`src/rtl/sent_rx_arb_pkg.sv`:
```
// rtl/sent_rx_arb_pkg.sv - shared record layout and constants for the SENT receive frame arbiter
package sent_rx_arb_pkg;

    localparam int   PAYLOAD_W   = 24;
    localparam logic KIND_FAST   = 1'b0;
    localparam logic KIND_SERIAL = 1'b1;
    localparam int   DROP_W      = 8;

    // One buffered record: kind bit on top of the 24-bit payload.
    typedef struct packed {
        logic                 kind;
        logic [PAYLOAD_W-1:0] payload;
    } rec_t;

    localparam int REC_W = $bits(rec_t);

    // Drop counters stick at all-ones instead of wrapping.
    function automatic logic [DROP_W-1:0] sat_inc(input logic [DROP_W-1:0] v);
        return (v == '1) ? v : v + DROP_W'(1);
    endfunction

endpackage

```
`src/rtl/sent_rx_ch_fifo.sv`:
```
// rtl/sent_rx_ch_fifo.sv - single-clock per-channel record FIFO
module sent_rx_ch_fifo
    import sent_rx_arb_pkg::*;
#(
    parameter int DEPTH = 2
) (
    input  logic clk_i,
    input  logic rst_i,
    input  logic push_i,
    input  logic pop_i,
    input  rec_t wdata_i,
    output rec_t rdata_o,
    output logic full_o,
    output logic empty_o
);

    localparam int AW = $clog2(DEPTH);

    rec_t           mem_q [DEPTH];
    logic [AW:0]    wr_ptr_q;
    logic [AW:0]    rd_ptr_q;
    logic           do_pop;
    logic           do_push;

    // Extra MSB on each pointer separates full from empty when the indices match.
    assign empty_o = (wr_ptr_q == rd_ptr_q);
    assign full_o  = (wr_ptr_q[AW] != rd_ptr_q[AW]) &&
                     (wr_ptr_q[AW-1:0] == rd_ptr_q[AW-1:0]);

    // A pop on an empty FIFO is ignored, so a same-cycle push into an empty FIFO is simply stored.
    assign do_pop  = pop_i && !empty_o;
    assign do_push = push_i && (!full_o || do_pop);

    assign rdata_o = mem_q[rd_ptr_q[AW-1:0]];

    // Pointer update; reset empties the FIFO.
    always_ff @(posedge clk_i) begin
        if (rst_i) begin
            wr_ptr_q <= '0;
            rd_ptr_q <= '0;
        end else begin
            if (do_push) begin
                wr_ptr_q <= wr_ptr_q + {{AW{1'b0}}, 1'b1};
            end
            if (do_pop) begin
                rd_ptr_q <= rd_ptr_q + {{AW{1'b0}}, 1'b1};
            end
        end
    end

    // Storage write; contents need no reset because the pointers define validity.
    always_ff @(posedge clk_i) begin
        if (do_push) begin
            mem_q[wr_ptr_q[AW-1:0]] <= wdata_i;
        end
    end

endmodule

```
`src/rtl/sent_rx_frame_arbiter.sv`:
```
// rtl/sent_rx_frame_arbiter.sv - round-robin readout of buffered SENT channel records
module sent_rx_frame_arbiter
    import sent_rx_arb_pkg::*;
#(
    parameter int N_CH  = 4,
    parameter int DEPTH = 2,
    parameter int CH_W  = 2
) (
    input  logic                     clk_rx,
    input  logic                     reset_rx,
    input  logic [N_CH-1:0]          ch_enable_i,
    input  logic [N_CH-1:0]          ch_wr_i,
    input  logic [N_CH-1:0]          ch_kind_i,
    input  logic [N_CH*PAYLOAD_W-1:0] ch_payload_i,
    output logic                     out_valid_o,
    input  logic                     out_ready_i,
    output logic [CH_W-1:0]          out_ch_o,
    output logic                     out_kind_o,
    output logic [PAYLOAD_W-1:0]     out_payload_o,
    output logic [N_CH-1:0]          ovf_o,
    input  logic [N_CH-1:0]          ovf_clr_i,
    output logic [N_CH*DROP_W-1:0]   drop_cnt_o
);

    logic [N_CH-1:0] push;
    logic [N_CH-1:0] push_acc;
    logic [N_CH-1:0] pop;
    logic [N_CH-1:0] full;
    logic [N_CH-1:0] empty;
    logic [N_CH-1:0] drop;
    rec_t            rdata [N_CH];

    logic            load_en;
    logic            any_ne;
    logic [CH_W-1:0] grant;
    rec_t            grant_rec;

    logic            out_valid_q;
    logic [CH_W-1:0] out_ch_q;
    rec_t            out_rec_q;
    logic [CH_W-1:0] last_q;

    logic [N_CH-1:0] ovf_q;
    logic [DROP_W-1:0] drop_q [N_CH];

    // The output register may take a new record when empty or when its record is being accepted.
    assign load_en = !out_valid_q || out_ready_i;

    // Disabled channels are ignored outright: no store, no drop accounting.
    assign push     = ch_wr_i & ch_enable_i;
    assign drop     = push & full & ~pop;
    assign push_acc = push & ~drop;

    // Round-robin search starting one past the last granted channel.
    always_comb begin
        any_ne    = 1'b0;
        grant     = '0;
        grant_rec = '0;
        for (int i = 1; i <= N_CH; i++) begin
            int idx;
            idx = int'(last_q) + i;
            if (idx >= N_CH) begin
                idx = idx - N_CH;
            end
            for (int c = 0; c < N_CH; c++) begin
                if (!any_ne && (c == idx) && !empty[c]) begin
                    any_ne    = 1'b1;
                    grant     = CH_W'(c);
                    grant_rec = rdata[c];
                end
            end
        end
    end

    genvar gc;
    generate
        for (gc = 0; gc < N_CH; gc++) begin : g_ch
            assign pop[gc] = load_en && any_ne && (grant == CH_W'(gc));

            sent_rx_ch_fifo #(
                .DEPTH (DEPTH)
            ) u_fifo (
                .clk_i   (clk_rx),
                .rst_i   (reset_rx),
                .push_i  (push_acc[gc]),
                .pop_i   (pop[gc]),
                .wdata_i ({ch_kind_i[gc], ch_payload_i[PAYLOAD_W*gc +: PAYLOAD_W]}),
                .rdata_o (rdata[gc]),
                .full_o  (full[gc]),
                .empty_o (empty[gc])
            );

            // Sticky overflow flag and saturating drop count; a drop beats a same-cycle clear.
            always_ff @(posedge clk_rx) begin
                if (reset_rx) begin
                    ovf_q[gc]  <= 1'b0;
                    drop_q[gc] <= '0;
                end else if (drop[gc]) begin
                    ovf_q[gc]  <= 1'b1;
                    drop_q[gc] <= ovf_clr_i[gc] ? DROP_W'(1) : sat_inc(drop_q[gc]);
                end else if (ovf_clr_i[gc]) begin
                    ovf_q[gc]  <= 1'b0;
                    drop_q[gc] <= '0;
                end
            end

            assign drop_cnt_o[DROP_W*gc +: DROP_W] = drop_q[gc];
        end
    endgenerate

    // Output register and arbiter pointer; a stalled record is held untouched.
    always_ff @(posedge clk_rx) begin
        if (reset_rx) begin
            out_valid_q <= 1'b0;
            out_ch_q    <= '0;
            out_rec_q   <= '0;
            last_q      <= CH_W'(N_CH - 1);
        end else if (load_en) begin
            if (any_ne) begin
                out_valid_q <= 1'b1;
                out_ch_q    <= grant;
                out_rec_q   <= grant_rec;
                last_q      <= grant;
            end else begin
                out_valid_q <= 1'b0;
            end
        end
    end

    assign out_valid_o   = out_valid_q;
    assign out_ch_o      = out_ch_q;
    assign out_kind_o    = out_rec_q.kind;
    assign out_payload_o = out_rec_q.payload;
    assign ovf_o         = ovf_q;

endmodule

```
`config.mk`:
```
export PLATFORM = sky130hd
export DESIGN_NAME = sent_rx_frame_arbiter
export DESIGN_NICKNAME = d
export VERILOG_FILES = /design/src/rtl/sent_rx_arb_pkg.sv /design/src/rtl/sent_rx_ch_fifo.sv /design/src/rtl/sent_rx_frame_arbiter.sv
export SDC_FILE = /design/constraint.sdc
export NUM_CORES = 1
export LEC_CHECK = 0
export ABC_AREA = 1
export BUFFER_PORTS_ARGS = -buffer_cell sky130_fd_sc_hd__buf_2
export CELL_PAD_IN_SITES_DETAIL_PLACEMENT = 1
export CELL_PAD_IN_SITES_GLOBAL_PLACEMENT = 2
export CORE_ASPECT_RATIO = 0.9
export CORE_MARGIN = 2
export CORE_UTILIZATION = 37
export CTS_CLUSTER_DIAMETER = 100
export DETAILED_ROUTE_END_ITERATION = 7
export PLACE_DENSITY_LB_ADDON = 0.3
export SYNTH_ARGS = -nofsm -noshare
export SYNTH_HDL_FRONTEND = slang
export SYNTH_HIERARCHICAL = 1
export SYNTH_SLANG_ARGS = --single-unit
```
`constraint.sdc`:
```
create_clock -name clk_rx -period 4.8 [get_ports clk_rx]
set_input_delay 0.96 -clock clk_rx [delete_from_list [all_inputs] [get_ports clk_rx]]
set_output_delay 0.96 -clock clk_rx [all_outputs]
set_load 0.05 [all_outputs]
```
==> reports/summary.json, run 1 <==
{
  "critical_path": {
    "most_used_cell_along_the_critical_path": "nand2_2",
    "rr_startpoint": "g_ch[0].u_fifo/wr_ptr_q[0]",
    "criticalPathCategory": "register to register",
    "cp_top_family": "simple AND/OR/NAND/NOR gates",
    "worst_path_cell_chain": "nand2_1, nand2_2, nand2_2, inv_1, inv_2, nand3_2, nand2_2, nor2_2, nand3_2, nor2_4, nand4_4, inv_2, buf_4, nor2_1, o21ai_1, nor2_4, nor2_4, nand2_2, a21oi_1, nand2_2, nor2_2, buf_4",
    "regToRegSetupSlack_ps": 310,
    "timing.critical_path.required_ps": 4980,
    "worst_setup_path_start_kind": "register",
    "crit_fanout": 25,
    "timing.critical_path.buf_inv": 5,
    "setup.worst_path.end_class": "register",
    "critical_path_arrival_ps": 4670,
    "slowest_delay_ps": 450,
    "critPathSlowestCell": "dfxtp_1",
    "r2r-end": "g_ch[3].u_fifo/mem_q[0][2]",
    "reg2reg_depth": 22
  },
  "worst_hold_path": {
    "hold_depth": 2,
    "worst_hold_path_type": "register to register",
    "hold_path.startpoint": "ovf_o[0]",
    "timing.hold.worst_endpoint": "ovf_o[0]"
  },
  "pwr": {
    "vdd_drop_max_mv": 0.312,
    "power.leakage_nw": 6.89,
    "power-per-cell-area_nw_per_um2": 536
  },
  "logic_synthesis": {
    "yosysSeqAreaShare_pct": 55.0,
    "synthesis.nets": 1656,
    "synth-simple-area-share_pct": 23.5,
    "yosysWarnings": 6,
    "post_synth_xor_area_fraction_pct": 1.92,
    "combinational_family_with_the_most_area_after_synthesis": "simple AND/OR/NAND/NOR gates",
    "ys_types": 36,
    "synth.top_cells.by_area": "edfxtp_1, mux2_2, dfxtp_1",
    "synth_cells": 1537,
    "synth-adder-area-share_pct": 0.342,
    "synth_mux_area_share_pct": 7.70,
    "synth-compound-area-share_pct": 5.55,
    "yosysTopAreaCell": "edfxtp_1",
    "postSynthAreaPerCell_um2": 9.51,
    "synth_largest_type_area_fraction_pct": 47.7,
    "synthesis.area_um2": 14600,
    "dominantRegCellSynth": "edfxtp_1",
    "yosys_register_bits": 286,
    "synth-edff-count": 232,
    "postSynth.asyncResetShare_pct": 0
  },
  "status": {
    "outcome": "complete, no violations"
  },
  "layout": {
    "area_growth_syn_to_layout_pct": 18.2,
    "multi_input_area_um2": 5720,
    "drive_gt1_share_pct": 24.5,
    "fill_cells": 4562,
    "utilization_pct": 44.1,
    "num_antenna_cells": 0,
    "final_nets": 1844,
    "final-seq-area_um2": 8050
  },
  "detailed_routing": {
    "route.detailed.vias_per_inst": 5.23,
    "antenna_violation_net_count_after_detailed_routing": 0,
    "drc": 0,
    "drt-pass1-iter-count": 5,
    "route.final.wire_length_mm": 48.0,
    "detail_route.wl_per_cell_um": 21.0,
    "vias": 11941,
    "drt_iter0_drc": 867
  },
  "floorplan": {
    "die_area_um2": 41100,
    "core_area_um2": 39200,
    "die_y_um": 193,
    "rows": 69,
    "initial_utilization_pct": 37.3,
    "io_pins": 179,
    "die_w_um": 214
  },
  "grt": {
    "number_of_antenna_violations_at_the_first_check_in_global_routing": 0,
    "grt_util_all_layers_pct": 23.6,
    "grt_pass1_wl_mm": 72.7,
    "grt_pass1_vias": 12174,
    "grt_remaining_overflow": 0,
    "grt_start_max_net_pins": 39
  },
  "timing": {
    "fmaxAchievable_mhz": 223,
    "hold_viol": 0,
    "finClkSkew_ps": 21.9,
    "tightestPinTransition_ps": 1150,
    "maxSlewViolCount": 0,
    "finalSetupViolCount": 0,
    "final.setup.worst_slack_ps": 309,
    "grt_setup_unrepaired": "false",
    "timing.final.crit_period_ps": 4490,
    "slew_hr_pct": 23.3,
    "timing.setup.tns_ps": 0,
    "min_period_over_period_pct": 93.6
  },
  "clock_network": {
    "clk_path_buf_depth": 3,
    "cts.htree.levels": 2,
    "cts_tree": "built",
    "holdBufCountCts": 0,
    "path_clk_slew_ps": 60,
    "clock_latency_on_the_worst_skew_pair_ps": 520,
    "tritoncts_buffers": 34,
    "ctsRootBufferMaster": "clkbuf_16",
    "cts.sinks": 286
  },
  "place": {
    "gp_routability_congestion": 0.907,
    "dpl_worst_slack_ps": 181,
    "hpwl_mm": 34.4,
    "io_buffer_count": 178
  },
  "run": {
    "max_cap_check_violation_count": 0
  }
}
layout make-up:
type / count / share of cell area [%]
Inverter: 150 / 3.27
Clock inverter: 12 / 0.695
Tap cell: 532 / 3.85
Clock buffer: 49 / 5.66
Sequential cell: 286 / 46.6
Multi-Input combinational cell: 1040 / 33.1
Timing Repair Buffer: 213 / 6.79
per-stage QoR:
stage / power (W) / cells / area (um2) / hold WS, ps
global route: 0.00980 / 2282 / 17300 / 476
CTS: 0.00931 / 2281 / 17300 / 456
finish: 0.00925 / 2282 / 17300 / 451
floorplan: 0.00567 / 1537 / 14600 / 470
detailed placement: 0.00674 / 2220 / 16200 / 443
global placement: 0.00665 / 2220 / 16200 / 441
per-layer routing:
layer  global-route usage [%]  up-vias  share of wire, %
met5                        0        -                 0
li1                         -     5651                 -
met2                     35.7      376                44
met1                     34.6     5861                48
met3                     4.88       53               7.1
met4                     5.07        0               1.4
where the power goes:
part | leakage [nW] | internal [W] | switching (W)
clock | 0.534 | 0.00153 | 0.00101
combinational | 3.72 | 0.00107 | 0.00258
sequential | 2.63 | 0.00290 | 0.000165
cells in the final DEF (no fill, tap or decap), drive strengths merged, types with 3 or more instances in the layout:
| cell type | Yosys | final |
|---|---|---|
| clkinv | 0 | 6 |
| nand3 | 123 | 123 |
| nand2 | 305 | 305 |
| inv | 150 | 152 |
| clkbuf | 32 | 49 |
| edfxtp | 232 | 232 |
| buf | 29 | 213 |
| nor2 | 235 | 235 |
| nor3 | 13 | 13 |
| nor3b | 3 | 3 |
| o211ai | 3 | 3 |
| o21ai | 45 | 45 |
| dfxtp | 54 | 54 |
| o22ai | 27 | 27 |
| mux2 | 100 | 100 |
| nand4 | 75 | 75 |
| xnor2 | 9 | 9 |
| ha | 4 | 4 |
| a21oi | 73 | 73 |
| xor2 | 23 | 23 |
tightest hold or removal path: stages (launching register included):
cell and delay (ps):
dfxtp_1 310, nand2_1 60, nand2_1 40
worst max path at each step:
stage | to | cells after the start | start | slack (ps)
finish | g_ch[3].u_fifo/mem_q[0][2] | 22 | g_ch[0].u_fifo/wr_ptr_q[0] | 310
floorplan | g_ch[1].u_fifo/mem_q[0][0] | 22 | g_ch[3].u_fifo/rd_ptr_q[1] | 630
detailed placement | g_ch[1].u_fifo/mem_q[1][3] | 23 | g_ch[0].u_fifo/wr_ptr_q[0] | 180
global placement | g_ch[1].u_fifo/mem_q[1][2] | 23 | g_ch[0].u_fifo/wr_ptr_q[0] | 390
global route | g_ch[0].u_fifo/mem_q[0][20] | 23 | g_ch[0].u_fifo/wr_ptr_q[0] | 30
CTS | g_ch[3].u_fifo/mem_q[1][2] | 23 | g_ch[0].u_fifo/wr_ptr_q[0] | 160
sequential cells by signal, summed over array words and instances, names as in the netlist, named ones only:
register              flops
drop_q                   32
out_ch_o                  2
out_valid_o               1
last_q                    2
g_ch.u_fifo/wr_ptr_q      8
ovf_o                     4
g_ch.u_fifo/rd_ptr_q      8
out_payload_o            24
out_kind_o                1
g_ch.u_fifo/mem_q       200
logic make-up after synthesis:
group           count (synthesis)
flops                         286
buf+inv                       211
xor+xnor                       32
simple gates                  754
fa+ha+maj                       4
mux                           100
compound gates                150
timing repair:
| item | 4_1_cts | 5_1_grt |
|---|---|---|
| resized for setup | 0 | 3 |
| buffers inserted | 0 | 1 |
| endpoints found under the setup margin | 0 | 125 |
synthesized netlist by cell type, types with 4 or more instances:
cell and n:
xnor2_1 9, nand3_2 12, nand2_1 284, buf_2 13, nor3_1 13, edfxtp_1 232
buf_4 11, nor2_4 6, dfxtp_1 54, o22ai_1 26, nand2_2 20, o21ai_0 42
inv_2 9, xor2_1 23, nor2_1 224, nand4_1 72, a21oi_1 73, nor2_2 5
ha_1 4, clkbuf_1 32, inv_1 140, nand3_1 109, mux2_2 100
(Power assumes the default switching activity.)
==> inputs of run 2 (changes only) <==
--- a/config.mk
+++ b/config.mk
@@ -11,11 +11,10 @@
 export CELL_PAD_IN_SITES_GLOBAL_PLACEMENT = 2
 export CORE_ASPECT_RATIO = 0.9
 export CORE_MARGIN = 2
-export CORE_UTILIZATION = 37
+export CORE_UTILIZATION = 36
 export CTS_CLUSTER_DIAMETER = 100
 export DETAILED_ROUTE_END_ITERATION = 7
 export PLACE_DENSITY_LB_ADDON = 0.3
 export SYNTH_ARGS = -nofsm -noshare
 export SYNTH_HDL_FRONTEND = slang
-export SYNTH_HIERARCHICAL = 1
 export SYNTH_SLANG_ARGS = --single-unit
==> run 2 against run 1 <==
Combinational power up 28%. Worst hold slack got worse by 1.5 ps. Die area rose by 1.9%. First-iteration DRC count decreased by 25%. Fmax up 16%.
==> reports/summary.json, run 2 <==
{
  "place": {
    "hpwl_mm": 35.2,
    "gp_routability_congestion": 0.887,
    "io_buffer_count": 178
  },
  "grt": {
    "grt_start_max_net_pins": 52,
    "grt_pass1_vias": 12433,
    "number_of_antenna_violations_at_the_first_check_in_global_routing": 2,
    "grt_pass1_wl_mm": 72.7,
    "grt_util_all_layers_pct": 22.6,
    "grt_remaining_overflow": 0
  },
  "clock_network": {
    "postCtsSetupBuffers": 0,
    "postCtsResizedCells": 0,
    "holdBufCountCts": 0,
    "clk_path_buf_depth": 3,
    "path_clk_slew_ps": 60,
    "cts_tree": "built",
    "cts.sinks": 286,
    "clock_latency_on_the_worst_skew_pair_ps": 590,
    "cts.htree.levels": 1,
    "tritoncts_buffers": 31,
    "ctsRootBufferMaster": "clkbuf_16"
  },
  "logic_synthesis": {
    "yosysTopAreaCell": "edfxtp_1",
    "synth_largest_type_area_fraction_pct": 48.1,
    "yosysWarnings": 0,
    "synthesis.nets": 1764,
    "yosys_register_bits": 286,
    "postSynth.asyncResetShare_pct": 0,
    "synthesis.area_um2": 14500,
    "synth-edff-count": 232,
    "yosys-top-cells-count": "nand2_1, nor2_1, edfxtp_1",
    "synth_cells": 1645,
    "dominantRegCellSynth": "edfxtp_1",
    "yosysSeqAreaShare_pct": 55.5,
    "synth_most_common_cell": "nand2_1",
    "synth.top_cells.by_area": "edfxtp_1, nand2_1, dfxtp_1",
    "postSynthAreaPerCell_um2": 8.81,
    "ys_types": 45
  },
  "floorplan": {
    "initial_utilization_pct": 36.6,
    "die_area_um2": 41900,
    "die_w_um": 216,
    "io_pins": 179,
    "rows": 69,
    "core_area_um2": 39600,
    "die_y_um": 194
  },
  "critical_path": {
    "crit_fanout": 25,
    "slowest_delay_ps": 460,
    "critPathSlowestCell": "inv_2",
    "criticalPathCategory": "register to register",
    "critical_path_arrival_ps": 4110,
    "reg2reg_depth": 19,
    "regToRegSetupSlack_ps": 930,
    "most_used_cell_along_the_critical_path": "nand2_1",
    "r2r-end": "g_ch[1].u_fifo.mem_q[0][4]",
    "worstSetupEndpoint": "g_ch[1].u_fifo.mem_q[0][4]",
    "worst_setup_path_start_kind": "register",
    "setup.worst_path.end_class": "register",
    "rr_startpoint": "g_ch[2].u_fifo.wr_ptr_q[0]",
    "critPathLaunch": "g_ch[2].u_fifo.wr_ptr_q[0]",
    "timing.critical_path.required_ps": 5050,
    "worst_path_cell_chain": "inv_2, nand2_1, nand2_1, nand2_1, nand2_1, inv_2, nor2_1, o2111ai_2, nand3_4, nor2_8, nand3_2, nand2_1, inv_2, nand2_4, nand3_4, nand2_4, nand2_1, nor2_2, buf_4"
  },
  "worst_hold_path": {
    "worst_hold_path_type": "register to register",
    "hold_path.startpoint": "ovf_o[3]",
    "hold_depth": 2
  },
  "layout": {
    "final_nets": 1942,
    "final-seq-area_um2": 8050,
    "largest_register_ff_count": 200,
    "drive_gt1_share_pct": 19.7,
    "layout.cells.most_common_list": "nand2_1, edfxtp_1, nor2_1",
    "multi_input_area_um2": 5560,
    "fill_cells": 4636,
    "area_growth_syn_to_layout_pct": 17.9,
    "mostFrequentLayoutCell": "nand2_1",
    "num_antenna_cells": 0
  },
  "pwr": {
    "vdd_drop_max_mv": 0.335,
    "power-per-cell-area_nw_per_um2": 595,
    "power.leakage_nw": 7.01,
    "post-layout-total-power_w": 0.0102
  },
  "status": {
    "outcome": "complete, no violations"
  },
  "detailed_routing": {
    "vias": 12033,
    "route.detailed.vias_per_inst": 5.06,
    "drt-pass1-iter-count": 5,
    "drc": 0,
    "drt_iter0_drc": 651,
    "antenna_violation_net_count_after_detailed_routing": 0,
    "detail_route.wl_per_cell_um": 19.9,
    "route.final.wire_length_mm": 47.3
  },
  "timing": {
    "timing.final.crit_period_ps": 3870,
    "slew_hr_pct": 32.5,
    "fmaxAchievable_mhz": 259,
    "min_period_over_period_pct": 80.6,
    "tightestPinTransition_ps": 1010,
    "grt_setup_unrepaired": "false",
    "timing.setup.tns_ps": 0,
    "finClkSkew_ps": 15.0,
    "maxSlewViolCount": 0,
    "finalSetupViolCount": 0,
    "hold_ws_ps": 450,
    "hold_viol": 0
  },
  "run": {
    "max_cap_check_violation_count": 0
  }
}
run 2: cell types whose count changed in the layout (fill, tap and decap cells not counted), moves of 10 or more:
cell / before / now
o21ai_0: 42 / 98
nand4_1: 72 / 28
o21a_1: 0 / 16
o21ai_1: 3 / 18
a21oi_1: 72 / 62
o22ai_1: 26 / 10
nand3_1: 109 / 87
nand2_1: 284 / 398
mux2_2: 100 / 5
inv_1: 140 / 161
nand2_2: 20 / 7
or2_2: 0 / 31
run 2: area by class of cell:
type,count,area share [%]
sequential,286,47.1
multi-input combinational,1123,32.5
timing repair buffer,206,6.44
clock buffer,37,4.79
tap,532,3.89
inverter,175,3.84
clock inverter,21,1.42
run 2: logic make-up after synthesis:
kind of cell	Yosys count	share of synthesized area [%]
and+or+nand+nor	850	26.4
DFF	286	55.5
buffers and inverters	236	6.25
AOI/OAI and AO/OA	228	8.86
xor gates and xnor gates	27	1.63
muxes	14	1.01
adders and majority gates	4	0.345
run 2: through the flow:
step	worst slack, ps	area [um2]	utilization [%]	instances
5_1_grt	563	17100	43.1	2380
3_3_place_gp	1100	16000	40.5	2322
6_report	932	17100	43.1	2380
2_1_floorplan	1180	14500	-	1645
4_1_cts	954	17100	43.1	2380
3_5_place_dp	984	16000	40.5	2322
run 2: metal layers:
layer | global-route usage [%] | up-vias | share of wire, %
met1 | 28.9 | 5877 | 43
met4 | 8.61 | 0 | 4.1
met5 | 0 | - | 0
met2 | 38.5 | 251 | 48
li1 | - | 5824 | -
met3 | 3.49 | 81 | 4.3
run 2: worst min-delay path by stage:
| stage | end | slack, ps |
|---|---|---|
| 6_report | ovf_o[3] | 450 |
| 5_1_grt | ovf_o[0] | 500 |
| 4_1_cts | ovf_o[3] | 450 |
| 3_5_place_dp | ovf_o[3] | 440 |
| 3_3_place_gp | ovf_o[3] | 440 |
| 2_1_floorplan | register | 470 |
run 2: power by group:
group          switching [W]  internal (W)  total (W)
Clock                0.00102       0.00144    0.00247
Combinational        0.00337       0.00130    0.00467
Sequential          0.000125       0.00291    0.00304
run 2: critical path: cells and delay by family, from the launching register on:
family	cells	cell delay [ps]
AND/OR/NAND/NOR	14	1950
AO/OA/AOI/OAI	1	140
flip-flops	1	410
buffers and inverters	4	950
